File: src/rtl/spect_regfile_pkg.sv
// Shared types and constants for the configuration register file access arbiter.
package spect_regfile_pkg;

   localparam int ADDR_W = 8;
   localparam int DATA_W = 8;

   typedef enum logic [1:0] {
      ST_IDLE    = 2'd0,
      ST_ISSUE   = 2'd1,
      ST_CAPTURE = 2'd2,
      ST_DONE    = 2'd3
   } state_t;

   typedef logic port_id_t;

   localparam port_id_t PORT0 = 1'b0;
   localparam port_id_t PORT1 = 1'b1;

   function automatic logic addr_ok(input logic [ADDR_W-1:0] addr,
                                    input logic [ADDR_W-1:0] numregs);
      return (addr < numregs);
   endfunction

endpackage

File: src/rtl/regfile_access_arbiter_rr_arb2.sv
// Two-way arbiter with a last-grant pointer; FIXED_PRI makes port 0 win every contention.
module rr_arb2
   import spect_regfile_pkg::*;
#(
   parameter bit FIXED_PRI = 1'b0
) (
   input  logic       clk,
   input  logic       reset_n,
   input  logic [1:0] i_req,
   input  logic       i_take,
   output logic       o_gnt_valid,
   output port_id_t   o_gnt_id
);

   port_id_t r_last;

   // Last-grant pointer; resetting to port 1 makes port 0 the first contention winner
   always_ff @(posedge clk or negedge reset_n) begin
      if (!reset_n) begin
         r_last <= PORT1;
      end else if (i_take && o_gnt_valid) begin
         r_last <= o_gnt_id;
      end
   end

   // Grant decode
   always_comb begin
      o_gnt_valid = |i_req;
      o_gnt_id    = PORT0;
      case (i_req)
         2'b01:   o_gnt_id = PORT0;
         2'b10:   o_gnt_id = PORT1;
         2'b11: begin
            if (FIXED_PRI) begin
               o_gnt_id = PORT0;
            end else begin
               o_gnt_id = ~r_last;
            end
         end
         default: o_gnt_id = PORT0;
      endcase
   end

endmodule

File: src/rtl/regfile_access_arbiter.sv
// Shares the register file's single write/read port between the serial command decoder (port 0)
// and the test/auto-config sequencer (port 1); one-cycle ack per transaction, err on bad address.
module regfile_access_arbiter
   import spect_regfile_pkg::*;
#(
   parameter int NUMREGS   = 9,
   parameter bit FIXED_PRI = 1'b0
) (
   input  logic              clk,
   input  logic              reset_n,
   input  logic              p0_req,
   input  logic              p0_we,
   input  logic [ADDR_W-1:0] p0_addr,
   input  logic [DATA_W-1:0] p0_wdata,
   output logic              p0_ack,
   input  logic              p1_req,
   input  logic              p1_we,
   input  logic [ADDR_W-1:0] p1_addr,
   input  logic [DATA_W-1:0] p1_wdata,
   output logic              p1_ack,
   output logic [DATA_W-1:0] rdata,
   output logic              err,
   output logic              busy,
   output logic              rf_write,
   output logic              rf_read,
   output logic [ADDR_W-1:0] rf_write_addr,
   output logic [DATA_W-1:0] rf_write_data,
   output logic [ADDR_W-1:0] rf_read_addr,
   input  logic [DATA_W-1:0] rf_read_data
);

   localparam logic [ADDR_W-1:0] NUMREGS_C = ADDR_W'(NUMREGS);

   state_t            r_state;
   state_t            w_next;
   port_id_t          r_port;
   logic              r_we;
   logic              r_err;
   logic [ADDR_W-1:0] r_wr_addr;
   logic [DATA_W-1:0] r_wr_data;
   logic [ADDR_W-1:0] r_rd_addr;
   logic [DATA_W-1:0] r_rdata;

   logic              w_gnt_valid;
   port_id_t          w_gnt_id;
   logic              w_take;
   logic              w_sel_we;
   logic [ADDR_W-1:0] w_sel_addr;
   logic [DATA_W-1:0] w_sel_wdata;
   logic              w_in_range;

   assign w_take      = (r_state == ST_IDLE);
   assign w_sel_we    = (w_gnt_id == PORT1) ? p1_we    : p0_we;
   assign w_sel_addr  = (w_gnt_id == PORT1) ? p1_addr  : p0_addr;
   assign w_sel_wdata = (w_gnt_id == PORT1) ? p1_wdata : p0_wdata;
   assign w_in_range  = addr_ok(w_sel_addr, NUMREGS_C);

   rr_arb2 #(
      .FIXED_PRI (FIXED_PRI)
   ) u_arb (
      .clk         (clk),
      .reset_n     (reset_n),
      .i_req       ({p1_req, p0_req}),
      .i_take      (w_take),
      .o_gnt_valid (w_gnt_valid),
      .o_gnt_id    (w_gnt_id)
   );

   // State register
   always_ff @(posedge clk or negedge reset_n) begin
      if (!reset_n) begin
         r_state <= ST_IDLE;
      end else begin
         r_state <= w_next;
      end
   end

   // Next-state decode; out-of-range grants skip the regfile and go straight to DONE
   always_comb begin
      w_next = r_state;
      case (r_state)
         ST_IDLE: begin
            if (w_gnt_valid) begin
               if (w_in_range) begin
                  w_next = ST_ISSUE;
               end else begin
                  w_next = ST_DONE;
               end
            end else begin
               w_next = ST_IDLE;
            end
         end
         ST_ISSUE: begin
            if (r_we) begin
               w_next = ST_DONE;
            end else begin
               w_next = ST_CAPTURE;
            end
         end
         ST_CAPTURE: w_next = ST_DONE;
         ST_DONE:    w_next = ST_IDLE;
         default:    w_next = ST_IDLE;
      endcase
   end

   // Latch the granted request; regfile address/data registers only move for in-range accesses
   always_ff @(posedge clk or negedge reset_n) begin
      if (!reset_n) begin
         r_port    <= PORT0;
         r_we      <= 1'b0;
         r_err     <= 1'b0;
         r_wr_addr <= {ADDR_W{1'b0}};
         r_wr_data <= {DATA_W{1'b0}};
         r_rd_addr <= {ADDR_W{1'b0}};
      end else if (w_take && w_gnt_valid) begin
         r_port <= w_gnt_id;
         r_we   <= w_sel_we;
         r_err  <= ~w_in_range;
         if (w_in_range && w_sel_we) begin
            r_wr_addr <= w_sel_addr;
            r_wr_data <= w_sel_wdata;
         end
         if (w_in_range && !w_sel_we) begin
            r_rd_addr <= w_sel_addr;
         end
      end
   end

   // Read data capture, held until the next successful read
   always_ff @(posedge clk or negedge reset_n) begin
      if (!reset_n) begin
         r_rdata <= {DATA_W{1'b0}};
      end else if (r_state == ST_CAPTURE) begin
         r_rdata <= rf_read_data;
      end
   end

   // Output decode from state and latched flops only
   always_comb begin
      busy          = (r_state != ST_IDLE);
      rf_write      = (r_state == ST_ISSUE) &&  r_we;
      rf_read       = (r_state == ST_ISSUE) && !r_we;
      p0_ack        = (r_state == ST_DONE) && (r_port == PORT0);
      p1_ack        = (r_state == ST_DONE) && (r_port == PORT1);
      err           = (r_state == ST_DONE) && r_err;
      rf_write_addr = r_wr_addr;
      rf_write_data = r_wr_data;
      rf_read_addr  = r_rd_addr;
      rdata         = r_rdata;
   end

endmodule

File: config.mk
export PLATFORM = sky130hd
export DESIGN_NAME = regfile_access_arbiter
export DESIGN_NICKNAME = d
export VERILOG_FILES = /design/src/rtl/spect_regfile_pkg.sv /design/src/rtl/regfile_access_arbiter_rr_arb2.sv /design/src/rtl/regfile_access_arbiter.sv
export SDC_FILE = /design/constraint.sdc
export NUM_CORES = 1
export LEC_CHECK = 0
export BUFFER_PORTS_ARGS = -buffer_cell sky130_fd_sc_hd__buf_2
export CORE_UTILIZATION = 45
export CTS_CLUSTER_DIAMETER = 40
export CTS_CLUSTER_SIZE = 10
export DETAILED_ROUTE_END_ITERATION = 6
export PLACE_DENSITY = 0.81
export REMOVE_ABC_BUFFERS = 1
export SKIP_CTS_REPAIR_TIMING = 1
export SLEW_MARGIN = 20
export SYNTH_ARGS = -nofsm -noshare
export SYNTH_HDL_FRONTEND = slang
export SYNTH_SLANG_ARGS = --single-unit
export TNS_END_PERCENT = 20
File: constraint.sdc
create_clock -name clk -period 2.68 [get_ports clk]
set_input_delay 0.804 -clock clk [delete_from_list [all_inputs] [get_ports clk]]
set_output_delay 0.804 -clock clk [all_outputs]
set_load 0.01 [all_outputs]
# Word-level counts from Yosys, hierarchy flattened
# Cells that the tools add are included.
# classes
magnitude_cmp	1
eq_ne	5
n_mux	8
bitwise_logic	3
n_reduce_logical	15
# op_table
operator	n
$mux 8	2
$eq 2x2->1 const B	4
$logic_and 1x1->1	8
$lt 8x4->1 const B	1
$pmux 2 s4	1
$mux 2	2
$reduce_and 2->1	2
$not 1->1	3
$eq 2x1->1 const B	1
$logic_not 1->1	2
$logic_not 2->1	1
$mux 1	2
$pmux 1 s2	1
$reduce_bool 2->1	1
$reduce_or 2->1	1
# word_totals
ff_bits	38
inputBits	46
word_cells	41

# Logic depth before layout (Yosys ltp)
# depth
depth_word	7
depth_mapped	7
ltp_nobuf	7

# Hierarchy
# From an unflattened synthesis, not the netlist that was laid out.
# unflattened
cells_unflattened	127
hier_area_um2	1752.9
# modules_own_cells
module	n_inst	cells_per_inst	area_each_um2	seq_area_each_um2
regfile_access_arbiter	1	122	1701.6	925.9
rr_arb2	1	5	51.3	26.3

# Worst setup path after synthesis
# OpenSTA, ideal clock, no wires.
# synth_timing
path_kind	input to register
startpoint	input port p0_addr[6]
endpoint	register r_wr_data[2], in the netlist rf_write_data[2]
setup_ns	0.125
t_arrival_ns	2.407
t_required_ns	2.555
setup_slack_ns	0.149
path_stages	6
cell_sequence	or4_1 -> nor2_1 -> o21ai_2 -> a211oi_4 -> buf_6 -> mux2_2
# synth_between
elab_chain_cells	4
# synth_rtl
item	line_no	rtl
from (decl)	regfile_access_arbiter.sv:13	input logic [ADDR_W-1:0] p0_addr,
$mux 8	regfile_access_arbiter.sv:54	assign w_sel_addr = (w_gnt_id == PORT1) ? p1_addr : p0_addr;
$lt 8x4->1	spect_regfile_pkg.sv:21	return (addr < numregs);
$logic_and 1x1->1	regfile_access_arbiter.sv:119	if (w_in_range && w_sel_we) begin
$reduce_and 2->1 (no line)	--	
to (signal assigned)	regfile_access_arbiter.sv:113	r_wr_data <= {DATA_W{1'b0}};
to (signal assigned)	regfile_access_arbiter.sv:121	r_wr_data <= w_sel_wdata;
to (decl)	regfile_access_arbiter.sv:40	logic [DATA_W-1:0] r_wr_data;
# Every way passes these cells.
# A chain may end at the register's enable or synchronous reset.

# Final worst setup path
# layout_timing
startpoint	input port p0_addr[6]
endpoint	register r_wr_data[3], in the netlist rf_write_data[3]
# Same word-level chain as after synthesis.

==> qor_table.md <==
| Step | Quantity | Value |
|:---|:---|:---|
| yosys | Post-synth cell types | 27 |
| sta | Final setup TNS | 0 ns |
| grt | Global-route wire length before repair | 5.62 mm |
| critical path | Cell type of the slowest stage on the worst timing path | sky130_fd_sc_hd__or4_1 |
| route | Number of nets still failing antenna checks after routing | 0 |
| layout | Final standard cell utilization of the core | 63.7% |
| placement | Gp weighted congestion | 0.752 |
| sta | Final Hold Fails | 0 |
| sta | Setup repair after global routing missed its margin | no |
| sta | Max transition margin | 45.6% |
| clock network | H-Tree Level Count | 2 |
| yosys | Seq/Total Area, Yosys | 55.1% |
| layout | Post-layout nets | 270 |
| yosys | Flops & latches, synth | 38 |
| grt | Tot GR Track Use | 18.6% |
| sta | Fin crit share | 85.0% |
| grt | Maximum number of pins on one net before global-route repair | 39 |
| grt | Via count of the first global-routing pass | 1,263 |
| power | Power per cell area | 854 nW/um^2 |
| critical path | List of cells traversed by the critical path | buf_2, or4_1, nor2_1, o21ai_2, a211oi_4, buf_12, mux2_2 |
| die | Die ar. | 4090 sq um |
| clock network | CTS root buffer | sky130_fd_sc_hd__clkbuf_8 |
| sta | Total count of max-transition violations in the final report | 0 |
| clock network | Worst skew pair latency | 0.28 ns |
| layout | Layout Area Growth over Synthesis | 35.1% |
| critical path | Worst setup path category | primary input to flip-flop |
| die | Number of rows in the core area | 22 |
| yosys | Dominant cells by area after synthesis | sky130_fd_sc_hd__dfrtp_1, sky130_fd_sc_hd__mux2_2, sky130_fd_sc_hd__ha_1, sky130_fd_sc_hd__nor2b_1, sky130_fd_sc_hd__dfstp_2 |
| route | Vias per cell | 4.85 |
| route | Iter 0 DRT Violations | 30 |
| yosys | Yosys Warn Count | 0 |
| sta | Maximum operating frequency | 439 MHz |
| clock network | Clock tree from TritonCTS | done |
| route | Detailed-route DRC error count | 0 |
| route | Number of iterations in the first detailed-routing pass | 2 |
| die | Placeable core area | 3660 sq um |
| sta | Final critical path time including I/O delays and setup | 2.28 ns |
| critical path | Startpoint kind of the worst setup timing path | primary input |
| die | Starting density of the core | 47.2% |
| clock network | Max Root-Sink Buffers | 2 |
| die | Y dimension of the die | 63.9 um |
| placement | Post-Place Cells | 260 |
| worst hold path | Worst min-delay path category | flip-flop to flip-flop |
| route | Total Wirelength | 3.36 mm |
| yosys | Cell area after technology mapping | 1730 sq um |
| flow run | Total of max-cap violations | 0 |
| critical path | Slowest stage delay, CP | 0.50 ns |
| layout | Final Non-Filler Cells | 268 |
| critical path | Data required time at the worst endpoint | 2.85 ns |
| layout | Fraction of layout cells with a size suffix above 1 | 61.8% |
| power | Static leakage | 1.27 nW |
| yosys | Fraction of synthesized cell area taken by the top area cell type | 53.6% |
| sta | Final setup fails | 0 |
| placement | Number of port buffers | 83 |
| sta | Measured slew at the worst slew-check pin | 0.816 ns |
| route | Via count | 1,299 |
| sta | Worst hold slack after final layout | 0.478 ns |
| clock network | # clock sinks | 38 |
| placement | Final HPWL DP | 2.64 mm |
| clock network | CTS Buf Count | 5 |
| critical path | Worst Path Max Fanout | 16 |
| yosys | Gate count after technology mapping | 126 |
| route | Average detailed-routed wire length per instance | 12.5 um |
| grt | Overflow after GRT | 0 |
| yosys | Largest area contributor in the synthesized netlist | sky130_fd_sc_hd__dfrtp_1 |
| layout | Count of antenna diodes in the layout | 0 |
| power | Maximum resistive drop on vdd | 0.420 mV |
| yosys | Post-Synthesis Mean Instance Area | 13.7 sq um |
| critical path | CP arrival | 2.44 ns |
| sta | Fin Clk Skew | 0.00446 ns |
| die | Io pins | 84 |
| clock network | Clock transition at the registers of the reported paths | 0.07 ns |
| critical path | Critical Path End Type | flip-flop |
| run status | Result of the run | finished clean |
| die | Horizontal die dimension | 63.9 um |
| grt | Antenna violations before repair | 0 |
metal layers:
| metal | share of wire (%) | GRT usage (%) | vias to the layer above | routed length, um |
|---|---|---|---|---|
| li1 | - | - | 632 | - |
| met1 | 42 | 20.8 | 602 | 1400 |
| met5 | 0 | 0 | - | 0 |
| met2 | 46 | 30.5 | 57 | 1550 |
| met3 | 10 | 9.29 | 8 | 340 |
| met4 | 1.9 | 6.82 | 0 | 64 |
final timing paths:
kind	start	end	slack (ns)	depth (start not counted)
hold reg to reg	r_err	r_err	0.48	2
min in group asynchronous	reset_n	rf_read_addr[4]	0.61	1
setup / recovery	p0_addr[6]	rf_write_data[3]	0.40	7
hold / removal	r_err	r_err	0.48	2
max in group asynchronous	reset_n	rf_write_data[1]	1.55	1
setup reg to reg	u_arb.r_last	rf_write_data[3]	0.66	7
power by group:
group	switching [mW]	internal, mW
Combinational	0.359	0.390
Sequential	0.0958	0.759
Clock	0.180	0.207
Total	0.635	1.36
state kept, by name, summed over array words and instances, names as in the netlist:
signal	cells
rf_write_data	8
r_err	1
rf_read_addr	8
r_state	2
rdata	8
u_arb.r_last	1
r_we	1
r_port	1
rf_write_addr	8
logic make-up (layout without fill, tap and decap cells):
group | count (synthesis) | in the layout | synth area share (%)
AOI/OAI and AO/OA | 14 | 14 | 6.88
adders and majority gates | 5 | 5 | 3.62
and+or+nand+nor | 24 | 24 | 7.75
DFF | 38 | 38 | 55.1
muxes | 38 | 38 | 24.6
buffers and inverters | 7 | 101 | 1.96
cells in the mapped netlist, drive strengths merged:
master,instances
o22ai,1
o21ai,5
a21boi,1
mux2,36
dfrtp,37
ha,5
clkbuf,2
a22o,1
nor2,4
a211oi,1
nor3,2
o211ai,1
nor4,1
mux2i,2
nand2,3
buf,1
or4,1
and2,3
o21a,1
a31oi,1
inv,4
a21oi,2
nor2b,8
dfstp,1
and2b,2
through the flow:
| stage | total power, mW | area [sq um] | setup WS (ns) |
|---|---|---|---|
| after global routing | 2.14 | 2330 | 0.276 |
| after detailed placement | 1.63 | 2240 | 0.0979 |
| after global placement | 1.60 | 2240 | 0.110 |
| after CTS | 2.02 | 2330 | 0.392 |
| after floorplan | 1.32 | 1710 | -0.0915 |
| final | 1.99 | 2330 | 0.401 |
critical path: cells and delay by family:
kind,cells,cell delay [ns]
simple gates,2,0.63
compound gates,2,0.39
mux,1,0.34
buf+inv,2,0.27
area by class of cell:
type / count / area [sq um]
Fill cell: 302 / 1330
Sequential cell: 38 / 952
Multi-Input combinational cell: 81 / 741
Timing Repair Buffer: 89 / 473
Clock buffer: 7 / 86.3
Tap cell: 48 / 60.1
Inverter: 4 / 15.0
Clock inverter: 1 / 5.00
cell usage in the layout (no fill, tap or decap), drive strengths merged:
cell type  instances
mux2i              2
nor2b              8
dfrtp             37
a21boi             1
nor3               2
a22o               1
nand2              3
clkbuf             7
nor2               4
buf               89
clkinv             1
nor4               1
a21oi              2
o21a               1
mux2              36
and2b              2
o211ai             1
or4                1
and2               3
inv                4
o22ai              1
o21ai              5
a31oi              1
a211oi             1
ha                 5
dfstp              1
Note: power is estimated with default switching activity, not from simulation.
